**src/rtl/cont_enable_ctrl_pkg.sv**
```systemverilog
// Shared definitions for the counter control stage: run FSM encoding and
// board-level timing defaults (50 MHz clock).
package cont_enable_ctrl_pkg;

    // Run FSM encoding
    localparam logic [0:0] STOP = 1'b0;
    localparam logic [0:0] RUN  = 1'b1;

    // 50 MHz -> 1 Hz enable tick
    localparam int unsigned PRESCALE_1HZ = 50000000;
    // 20 ms button debounce at 50 MHz
    localparam int unsigned DEB_20MS     = 1000000;

endpackage

```
**src/rtl/cont_enable_ctrl_if.sv**
```systemverilog
// Button/counter-side signal bundle of the control stage.
// master = the board/bench side that drives buttons and tc, slave = the control block.
interface cont_enable_ctrl_if;
    logic run_btn;
    logic dir_btn;
    logic tc_in;
    logic enable;
    logic updown;
    logic running;

    modport master (
        output run_btn,
        output dir_btn,
        output tc_in,
        input  enable,
        input  updown,
        input  running
    );

    modport slave (
        input  run_btn,
        input  dir_btn,
        input  tc_in,
        output enable,
        output updown,
        output running
    );
endinterface

```
**src/rtl/cont_enable_ctrl_debounce_pulse.sv**
```systemverilog
// Pushbutton conditioner: 2-FF synchronizer, stability debounce and a
// one-cycle pulse on every accepted press (rising edge of the debounced level).
module debounce_pulse
    import cont_enable_ctrl_pkg::*;
#(
    parameter int unsigned DEB_CYCLES = DEB_20MS
) (
    input  logic clk,
    input  logic reset,
    input  logic btn,
    output logic press
);
    localparam int unsigned    CW       = $clog2(DEB_CYCLES + 1);
    localparam logic [CW-1:0]  CNT_LAST = CW'(DEB_CYCLES - 1);

    logic [1:0]    sync_reg;
    logic [CW-1:0] cnt_reg;
    logic          level_reg;
    logic          level_d_reg;

    // Synchronize, then accept a new level only after DEB_CYCLES consecutive
    // disagreeing samples; any agreeing sample restarts the count.
    always_ff @(posedge clk) begin
        if (reset) begin
            sync_reg    <= '0;
            cnt_reg     <= '0;
            level_reg   <= 1'b0;
            level_d_reg <= 1'b0;
        end else begin
            sync_reg    <= {sync_reg[0], btn};
            level_d_reg <= level_reg;
            if (sync_reg[1] == level_reg) begin
                cnt_reg <= '0;
            end else if (cnt_reg == CNT_LAST) begin
                // this sample is the DEB_CYCLES-th stable one: commit it
                level_reg <= sync_reg[1];
                cnt_reg   <= '0;
            end else begin
                cnt_reg <= cnt_reg + CW'(1);
            end
        end
    end

    // Press pulse only on the 0->1 transition; releases are silent.
    assign press = level_reg & ~level_d_reg;

endmodule

```
**src/rtl/cont_enable_ctrl.sv**
```systemverilog
// Control stage in front of the 4-bit up/down counter: debounced run/stop and
// direction buttons, a prescaled one-cycle enable tick while running, and an
// optional stop when the counter reports terminal count.
module cont_enable_ctrl
    import cont_enable_ctrl_pkg::*;
#(
    parameter int unsigned PRESCALE   = PRESCALE_1HZ,
    parameter int unsigned DEB_CYCLES = DEB_20MS,
    parameter bit          STOP_ON_TC = 1'b0
) (
    input  logic               clk,
    input  logic               reset,
    cont_enable_ctrl_if.slave  bus
);
    localparam int unsigned   PW      = $clog2(PRESCALE);
    localparam logic [PW-1:0] PS_LAST = PW'(PRESCALE - 1);

    logic [1:0]    btn_vec;
    logic [1:0]    press_vec;
    logic          run_press;
    logic          dir_press;
    logic          tc_stop;

    logic [0:0]    state_reg;
    logic [0:0]    state_next;
    logic [PW-1:0] ps_cnt_reg;
    logic [PW-1:0] ps_cnt_next;
    logic          enable_reg;
    logic          enable_next;
    logic          updown_reg;

    // index 0 = run/stop button, index 1 = direction button
    assign btn_vec = {bus.dir_btn, bus.run_btn};

    generate
        for (genvar gi = 0; gi < 2; gi++) begin : g_btn
            debounce_pulse #(
                .DEB_CYCLES(DEB_CYCLES)
            ) u_deb (
                .clk   (clk),
                .reset (reset),
                .btn   (btn_vec[gi]),
                .press (press_vec[gi])
            );
        end
    endgenerate

    assign run_press = press_vec[0];
    assign dir_press = press_vec[1];
    assign tc_stop   = STOP_ON_TC && bus.tc_in;

    // Run FSM next state; a run press together with tc still ends in STOP.
    always_comb begin
        state_next = state_reg;
        case (state_reg)
            STOP:    if (run_press)            state_next = RUN;
            RUN:     if (run_press || tc_stop) state_next = STOP;
            default:                           state_next = STOP;
        endcase
    end

    // Prescaler advances only while staying in RUN; entering or leaving RUN
    // zeroes it, and a tick that would land as RUN is left is dropped.
    always_comb begin
        ps_cnt_next = '0;
        enable_next = 1'b0;
        if (state_reg == RUN && state_next == RUN) begin
            enable_next = (ps_cnt_reg == PS_LAST);
            ps_cnt_next = (ps_cnt_reg == PS_LAST) ? '0 : ps_cnt_reg + PW'(1);
        end
    end

    // Register FSM state, prescale count and the enable tick.
    always_ff @(posedge clk) begin
        if (reset) begin
            state_reg  <= STOP;
            ps_cnt_reg <= '0;
            enable_reg <= 1'b0;
        end else begin
            state_reg  <= state_next;
            ps_cnt_reg <= ps_cnt_next;
            enable_reg <= enable_next;
        end
    end

    // Direction flips on every accepted dir press, independent of run state.
    always_ff @(posedge clk) begin
        if (reset) begin
            updown_reg <= 1'b1;
        end else if (dir_press) begin
            updown_reg <= ~updown_reg;
        end
    end

    assign bus.enable  = enable_reg;
    assign bus.updown  = updown_reg;
    assign bus.running = (state_reg == RUN);

endmodule

```
**src/flat_wrapper.sv**
```systemverilog
// flat-port wrapper written by rule: the top's interface ports become plain ports
module cont_enable_ctrl_flat import cont_enable_ctrl_pkg::*;
#(
    parameter int unsigned PRESCALE   = PRESCALE_1HZ,
    parameter int unsigned DEB_CYCLES = DEB_20MS,
    parameter bit          STOP_ON_TC = 1'b0
)
  (clk, reset, bus_run_btn, bus_dir_btn, bus_tc_in, bus_enable, bus_updown, bus_running);
  cont_enable_ctrl_if bus_i ();
  input  logic clk;
  input  logic reset;
  input wire logic [$bits(bus_i.run_btn)-1:0] bus_run_btn;
  input wire logic [$bits(bus_i.dir_btn)-1:0] bus_dir_btn;
  input wire logic [$bits(bus_i.tc_in)-1:0] bus_tc_in;
  output wire logic [$bits(bus_i.enable)-1:0] bus_enable;
  output wire logic [$bits(bus_i.updown)-1:0] bus_updown;
  output wire logic [$bits(bus_i.running)-1:0] bus_running;
  assign bus_i.run_btn = bus_run_btn;
  assign bus_i.dir_btn = bus_dir_btn;
  assign bus_i.tc_in = bus_tc_in;
  assign bus_enable = bus_i.enable;
  assign bus_updown = bus_i.updown;
  assign bus_running = bus_i.running;
  cont_enable_ctrl #(.PRESCALE(PRESCALE), .DEB_CYCLES(DEB_CYCLES), .STOP_ON_TC(STOP_ON_TC)) u_core (.clk(clk), .reset(reset), .bus(bus_i));
endmodule
```
**config.mk**
```make
export PLATFORM = sky130hd
export DESIGN_NAME = cont_enable_ctrl_flat
export DESIGN_NICKNAME = d
export VERILOG_FILES = /design/src/rtl/cont_enable_ctrl_pkg.sv /design/src/rtl/cont_enable_ctrl_if.sv /design/src/rtl/cont_enable_ctrl_debounce_pulse.sv /design/src/rtl/cont_enable_ctrl.sv /design/src/flat_wrapper.sv
export SDC_FILE = /design/constraint.sdc
export NUM_CORES = 1
export LEC_CHECK = 0
export CAP_MARGIN = 10
export CORE_UTILIZATION = 60
export DETAILED_ROUTE_END_ITERATION = 7
export PLACE_DENSITY = 0.81
export SYNTH_ARGS = -nofsm -noshare
export SYNTH_HDL_FRONTEND = slang
export SYNTH_SLANG_ARGS = --single-unit
```
**constraint.sdc**
```tcl
create_clock -name clk -period 2.7 [get_ports clk]
set_input_delay 0.54 -clock clk [delete_from_list [all_inputs] [get_ports clk]]
set_output_delay 0.54 -clock clk [all_outputs]
set_load 0.02 [all_outputs]
```
## Yosys cells after proc, flatten, opt, wreduce, memory -nomap -nowiden

Index checks and enable logic that the tools add are counted.

- Input port bits: 5
- Register bits: 77
- Output and inout bits: 3
- Logic and storage cells: 39

- Add/sub/neg operators: 3
- Equality and inequality tests: 5
- Reductions and logical operators: 7
- Bitwise operators: 9
- Mux-type cells: 3

Operators with widths:

| cell | count |
|---|---|
| $add 20x1->20 const B | 2 |
| $eq 20x20->1 const B | 2 |
| $add 26x1->26 const B | 1 |
| $eq 26x26->1 const B | 1 |
| $reduce_or 3->1 | 3 |
| $not 1->1 | 7 |
| $reduce_and 2->1 | 2 |
| $and 1x1->1 | 2 |
| $eq 1x1->1 | 2 |
| $mux 1 | 2 |
| $pmux 1 s2 | 1 |
| $reduce_or 2->1 | 1 |
| $logic_and 1x1->1 | 1 |

## Depth between registers and ports, before layout

Gate-level depths: netlist of run 1.

- Word-level depth: 7
- Depth in mapped cells: 6
- Depth with buffers taken out: 5

## Cells and area by module

From an unflattened synthesis of run 1, not the netlist that was laid out.

- Cell total of the unflattened synthesis: 395
- Area total of the unflattened synthesis: 3,492.1 um2

Modules (own cells, without submodules):

| module | sequential area each (um2) | area an instance (um2) | cells each | times used |
|---|---|---|---|---|
| debounce_pulse | 480.5 | 1,061.0 | 117 | 2 |
| cont_enable_ctrl | 580.6 | 1,370.1 | 161 | 1 |

## Least setup slack after synthesis of run 1

No wires, ideal clock.

- Path kind: reg2reg
- Start: register u_core.ps_cnt_reg[0]
- End: register u_core.ps_cnt_reg[20]
- Cell stages (with the launch flop): 6
- Required time: 2.630 ns
- Path buffers: 0
- Arrival time: 1.877 ns
- Setup slack: 0.753 ns
- Path through: dfxtp_1 ha_1 nand3_1 or4_4 or4b_1 a21oi_1

- Cells in the longest elaborated chain, start to end: 2
- Elaborated cells between the ends (all ways): 3
- Those cells by class: add/sub: 1; eq/ne: 1; reduce/logical: 1

RTL lines:

| element | RTL line | source |
|---|---|---|
| start, declared | cont_enable_ctrl.sv:26 | `logic [PW-1:0] ps_cnt_reg;` |
| start signal, assigned | cont_enable_ctrl.sv:81 | `ps_cnt_reg <= ps_cnt_next;` |
| parallel branches: the longest is 2 deep, another holds $add 26x1->26 | -- |  |

Parallel ways; which one is timed is not known.
A chain may end at the register's enable or synchronous reset.

## Final worst setup path of run 1

- Start: register u_core.ps_cnt_reg[0]
- End: register u_core.ps_cnt_reg[24]

The elaborated chain is that of the path after synthesis.

==> results of run 1 <==
## cells by family after synthesis
logic type / Yosys count / synth area share [%]
xor+xnor: 36 / 9.12
flops: 77 / 44.6
fa+ha+maj: 4 / 1.45
buf+inv: 21 / 2.86
simple gates: 190 / 31.0
compound gates: 61 / 11.0
## final cells by class
type / instances / area [sq um] / area share (%)
Clock inverter: 4 / 22.5 / 0.596
Timing Repair Buffer: 11 / 110 / 2.91
Clock buffer: 12 / 155 / 4.11
Tap cell: 72 / 90.1 / 2.38
Inverter: 11 / 41.3 / 1.09
Multi-Input combinational cell: 291 / 1820 / 48.1
Sequential cell: 77 / 1540 / 40.8
## power groups by stage
| stage | sequential (mW) | combinational [mW] | clock (mW) |
|---|---|---|---|
| after detailed placement | 1.17 | 0.0200 | 0 |
| after global routing | 1.14 | 0.0224 | 0.838 |
| final | 1.14 | 0.0200 | 0.765 |
| after CTS | 1.14 | 0.0201 | 0.788 |
| after global placement | 1.17 | 0.0196 | 0 |
| after floorplan | 1.17 | 0.0117 | 0 |
## worst max-delay path: cells and delay by family, from the launching register on
kind / cells / cell delay (ns)
AOI/OAI and AO/OA: 1 / 0.16
adders and majority gates: 1 / 0.24
DFF: 1 / 0.38
and+or+nand+nor: 3 / 1.28
## worst min-delay path by stage
stage | from | end | slack [ns] | cells after the start
after floorplan | u_core.g_btn[0].u_deb.sync_reg[0] | u_core.g_btn[0].u_deb.sync_reg[1] | 0.41 | 1
after global placement | u_core.g_btn[1].u_deb.sync_reg[0] | u_core.g_btn[1].u_deb.sync_reg[1] | 0.42 | 1
after detailed placement | u_core.g_btn[0].u_deb.sync_reg[0] | u_core.g_btn[0].u_deb.sync_reg[1] | 0.42 | 1
after CTS | u_core.g_btn[0].u_deb.sync_reg[0] | u_core.g_btn[0].u_deb.sync_reg[1] | 0.44 | 1
after global routing | u_core.g_btn[0].u_deb.sync_reg[0] | u_core.g_btn[0].u_deb.sync_reg[1] | 0.46 | 1
final | u_core.g_btn[0].u_deb.sync_reg[0] | u_core.g_btn[0].u_deb.sync_reg[1] | 0.44 | 1
## routing by layer
layer | GRT usage (%) | wire length (um)
met1 | 28.1 | 3020
met2 | 37.6 | 2920
met3 | 4.00 | 139
met4 | 10.9 | 94
met5 | 0 | 0
## cell usage after synthesis (all sizes together)
master   n  area, sq um
nand4b   2         17.5
inv     11         41.3
a41o     1         10.0
or4b     5         53.8
and3     5         31.3
o41ai    2         17.5
nor4     9         56.3
xnor2   18          158
ha       4         50.1
nor3b    1         7.51
xor2    18          158
nand4    9         56.3
a21o     1         7.51
or2      2         12.5
dfxtp   77         1540
nand2b   4         25.0
nor2b    7         43.8
nand3   29          150
or4     20          165
a21oi   29          153
nor3     6         30.0
nor2    43          161
o21ai   12         71.3
nand3b   1         7.51
and2     2         12.5
buf      6         42.5
nor4bb   3         30.0
clkbuf   4         15.0
o21bai   1         7.51
o31ai   14          105
nand2   26         97.6
a31o     1         8.76
or3     12         76.3
and4     4         36.3
## stage by stage
stage | total power [mW] | util [%]
global placement | 1.19 | 65.0
CTS | 1.95 | 68.2
finish | 1.93 | 68.2
detailed placement | 1.19 | 65.0
global route | 2.00 | 68.2
floorplan | 1.18 | -
==> flow_metrics.py, run 1 <==
metrics = {
    "global_routing": {
        "grt_max_degree": 20,
        "grtUsageTotal_pct": 22.5,
        "grt_pass1_vias": 2579,
        "grt_pass1_wl_um": 11000,
        "antenna_found_initial": 0,
        "grt-ovfl-total": 0,
    },
    "placed_design": {
        "portBuffers": 6,
        "place_ws_ns": 0.600,
        "routabilityCongestion": 0.851,
        "place_area_sq_mm": 0.00360,
        "dpl.cell_count": 462,
        "dp_hpwl_um": 4320,
    },
    "timing": {
        "period_needed_ns": 2.13,
        "hold_viol_final": 0,
        "slew_headroom_pct": 65.6,
        "skew_ns": 0.00720,
        "setup_viol": 0,
        "worst_pin_slew_ns": 0.514,
        "layout_setup_ws_ns": 0.569,
        "whs_ns": 0.441,
        "fin_tns_setup_ns": 0,
        "finalCritPeriodShare_pct": 78.9,
        "slew_violations": 0,
        "clock.fmax_mhz": 469,
        "rsz0062_at_grt": "no",
    },
    "flow_run": {
        "maxCapViolations": 0,
    },
    "finish": {
        "largest_register_ff_count": 40,
        "nNetsFinal": 410,
        "drive_gt1_share_pct": 8.37,
        "final_cell_area_sq_mm": 0.00378,
        "n_fill_cell": 446,
        "area_growth_pct": 9.27,
        "final_common_cell": "dfxtp_1",
        "final_cell_mix": "77 x dfxtp_1, 43 x nor2_1, 28 x nand3_1",
        "num_antenna_cells": 0,
        "final_cells": 478,
    },
    "floorplan": {
        "start_util_pct": 62.4,
        "dieArea_sq_mm": 0.00607,
        "fp.dieH_um": 77.9,
        "rows": 27,
        "fp.dieW_um": 77.9,
        "core_area_sq_mm": 0.00554,
        "io_pins": 8,
    },
    "power": {
        "cellInternalPower_mw": 1.53,
        "power.density_mw_per_mm2": 510,
        "vdd_ir_drop_max_mv": 0.411,
        "p_sw_share_pct": 20.7,
        "power.net_switching_mw": 0.398,
        "clkPwrFrac_pct": 39.7,
        "p_seq_share_pct": 59.2,
        "combPwrFrac_pct": 1.0,
        "p_leak_nw": 1.07,
    },
    "setup_path": {
        "setup.worst_path.start": "u_core.ps_cnt_reg[0]",
        "r2r_end": "u_core.ps_cnt_reg[24]",
        "slowest_delay_ns": 0.59,
        "slowest_stage": "or4_4",
        "reg2regPathDepth": 5,
        "crit_path_end_kind": "flop",
        "startpoint_type": "flop",
        "critPathCapture": "u_core.ps_cnt_reg[24]",
        "critPathMaxFanout": 5,
        "path_class": "reg2reg",
        "r2r_setup_slack_ns": 0.57,
        "crit_chain": "ha_1 > nand3_1 > or4_4 > or4b_1 > a21oi_1",
        "regToRegStartpoint": "u_core.ps_cnt_reg[0]",
        "crit_arrival_ns": 2.39,
        "required_ns": 2.96,
    },
    "clock_network": {
        "cts-hold-fix-buffers": 0,
        "clk_pin_slew_ns": 0.08,
        "postCtsSetupBuffers": 0,
        "clockRootBuffer": "clkbuf_8",
        "clock_tree.buffer_depth": 2,
        "cts_sinks": 77,
        "numCtsBuffers": 9,
        "cts_max_level": 3,
        "cts_resized": 0,
        "worstSkewPairLatency_ns": 0.34,
        "cts_tree": "built",
    },
    "synth": {
        "yosysSeqAreaShare_pct": 44.6,
        "synthDistinctLibCells": 42,
        "synth_area_sq_mm": 0.00346,
        "ys_warn_count": 0,
        "syn_avg_cell_area_sq_um": 8.89,
        "synth_cells": 389,
        "synth_fp_nets": 398,
        "synth-seq-cells": 77,
    },
    "detailed_routing": {
        "first_pass_iters": 4,
        "drc_errors": 0,
        "post_drt_wl_per_cell_um": 12.9,
        "postRouteAntennaNets": 0,
        "routed_wl_um": 6170,
        "viasPerCell": 5.89,
        "drt_iter0_markers": 129,
        "vias": 2816,
    },
    "hold_path": {
        "hp-class": "reg2reg",
    },
    "outcome": {
        "status": "finished clean",
    },
}
Note: power is estimated with default switching activity, not from simulation.
==> run 2, diff against run 1 <==
Settings changed: CORE_UTILIZATION 60 to 55, PLACE_DENSITY 0.81 to 0.79.
Clock period 2.7 ns to 1.7 ns, I/O delays scaled along.
==> run 2 against run 1 <==
  * The run now ends with setup timing left
  * Clock power up 110%
  * Setup slack worse by 0.75 ns
  * Die area is 8.9% higher
  * Routed wire length up 36%
  * Critical path type unchanged
  * Largest power group unchanged
  * Final cell count up 15%
  * Fmax increased by 14%
  * Highest routed layer unchanged
==> flow_metrics.py, run 2 (synthesis gave the netlist of run 1 again) <==
metrics = {
    "power": {
        "finalPower_mw": 3.42,
        "power.density_mw_per_mm2": 739,
        "vdd_ir_drop_max_mv": 0.635,
        "p_leak_nw": 1.52,
    },
    "setup_path": {
        "slowest_delay_ns": 0.53,
        "required_ns": 1.99,
        "crit_chain": "or4b_1 > or4_4 > or3_1 > a21oi_1",
        "critPathMaxFanout": 3,
        "slowest_stage": "or4_4",
        "crit_family": "simple AND/OR/NAND/NOR gates",
        "worst-path-buf-inv": 0,
        "startpoint_type": "flop",
        "crit_arrival_ns": 2.16,
        "path_class": "reg2reg",
        "crit_path_end_kind": "flop",
    },
    "clock_network": {
        "cts_tree": "built",
        "numCtsBuffers": 9,
        "clockRootBuffer": "clkbuf_8",
        "clock_tree.buffer_depth": 2,
        "cts_sinks": 77,
        "cts-hold-fix-buffers": 0,
        "cts_max_level": 3,
        "clk_pin_slew_ns": 0.08,
        "worstSkewPairLatency_ns": 0.35,
    },
    "finish": {
        "seqCellArea_sq_mm": 0.00157,
        "nNetsFinal": 481,
        "final_cell_area_sq_mm": 0.00462,
        "final_common_cell": "buf_4",
        "multi_input_comb_area_sq_mm": 0.00199,
        "drive_gt1_share_pct": 32.3,
        "n_fill_cell": 401,
        "largest_register_ff_count": 40,
        "final_cells": 552,
        "final_cell_mix": "64 x buf_4, 60 x dfxtp_1, 36 x nor2_1",
        "area_growth_pct": 33.7,
        "num_antenna_cells": 0,
    },
    "floorplan": {
        "rows": 28,
        "fp.dieH_um": 81.3,
        "dieArea_sq_mm": 0.00661,
        "start_util_pct": 57.7,
        "core_area_sq_mm": 0.00599,
        "fp.dieW_um": 81.3,
        "io_pins": 8,
    },
    "detailed_routing": {
        "postRouteAntennaNets": 0,
        "wl_met3_um": 299,
        "top_layer": "met4",
        "routed_wl_um": 8370,
        "wl_met2_um": 4290,
        "vias": 3235,
        "drc_errors": 0,
        "met1_length_um": 3590,
        "post_drt_wl_per_cell_um": 15.2,
        "first_pass_iters": 4,
        "viasPerCell": 5.86,
        "drt_iter0_markers": 173,
    },
    "flow_run": {
        "maxCapViolations": 0,
    },
    "timing": {
        "setup_viol": 43,
        "finalCritPeriodShare_pct": 110,
        "rsz0062_at_grt": "yes",
        "clock.fmax_mhz": 533,
        "worst_pin_slew_ns": 0.438,
        "whs_ns": 0.442,
        "period_needed_ns": 1.88,
        "hold_viol_final": 0,
        "skew_ns": 0.00733,
        "slew_violations": 0,
        "slew_headroom_pct": 70.5,
        "layout_setup_ws_ns": -0.176,
    },
    "outcome": {
        "violations": "setup timing",
        "status": "finished, violations left",
    },
    "global_routing": {
        "grtUsageTotal_pct": 26.8,
        "antenna_found_initial": 0,
        "grt_max_degree": 20,
        "grt_pass1_vias": 3077,
        "grt-ovfl-total": 0,
        "grt_pass1_wl_um": 13500,
    },
    "placed_design": {
        "dp_hpwl_um": 5320,
        "dpl.cell_count": 527,
        "routabilityCongestion": 0.811,
        "portBuffers": 6,
        "place_area_sq_mm": 0.00414,
    },
    "hold_path": {
        "hp-class": "reg2reg",
    },
}
-- run 2: cell count changes in the layout (fill, tap and decap cells not counted), sizes merged --
cell           change
bufinv             +2
clkbuf             +1
clkinv             -3
dlymetal6s2s       +2
clkdlybuf4s50      -2
buf               +71
-- run 2: worst reg2reg max path: cells and delay by family, from the launching register on --
kind	cells	cell delay (ns)
AOI/OAI and AO/OA	1	0.14
and+or+nand+nor	3	1.36
DFF	1	0.32
-- run 2: through the flow --
step | utilization (%) | worst slack (ns) | TNS (ns)
final | 77.2 | -0.176 | -3.62
after global placement | 69.2 | -0.163 | -2.72
after CTS | 75.2 | -0.175 | -3.57
after global routing | 77.2 | -0.257 | -6.62
after detailed placement | 69.2 | -0.189 | -3.56
after floorplan | - | -0.186 | -2.78
-- run 2: routing by layer --
layer	global-route usage [%]	vias to the layer above
met5	0	-
met4	13.9	0
met3	5.06	16
met2	47.5	79
met1	30.2	1565
li1	-	1575
-- run 2: final timing paths --
check                                    start                           endpoint  slack (ns)  cells after the start
max           u_core.g_btn[0].u_deb.cnt_reg[6]    u_core.g_btn[0].u_deb.level_reg       -0.18                      4
min          u_core.g_btn[1].u_deb.sync_reg[0]  u_core.g_btn[1].u_deb.sync_reg[1]        0.44                      1
max reg2reg   u_core.g_btn[0].u_deb.cnt_reg[6]    u_core.g_btn[0].u_deb.level_reg       -0.18                      4
min reg2reg  u_core.g_btn[1].u_deb.sync_reg[0]  u_core.g_btn[1].u_deb.sync_reg[1]        0.44                      1
-- run 2: timing repair --
action                     CTS  global route
pin swaps                   21            21
gates resized for setup     16            40
setup buffers                9             2
setup endpoints to repair   30            50
cloned                       1             1
-- run 2: area by class of cell --
type / instances / share of cell area [%]
clock buffer: 13 / 3.44
timing repair buffer: 82 / 15.1
tap: 75 / 2.03
clock inverter: 3 / 1.46
sequential: 77 / 34.0
multi-input combinational: 291 / 43.0
inverter: 11 / 0.893
-- run 2: power breakdown --
group          internal [mW]  leakage [nW]  switching, mW  total [mW]
Combinational         0.0211         0.782         0.0182      0.0393
Sequential              1.80         0.631        0.00309        1.80
Clock                  0.909         0.110          0.664        1.57
Total                   2.73          1.52          0.685        3.42
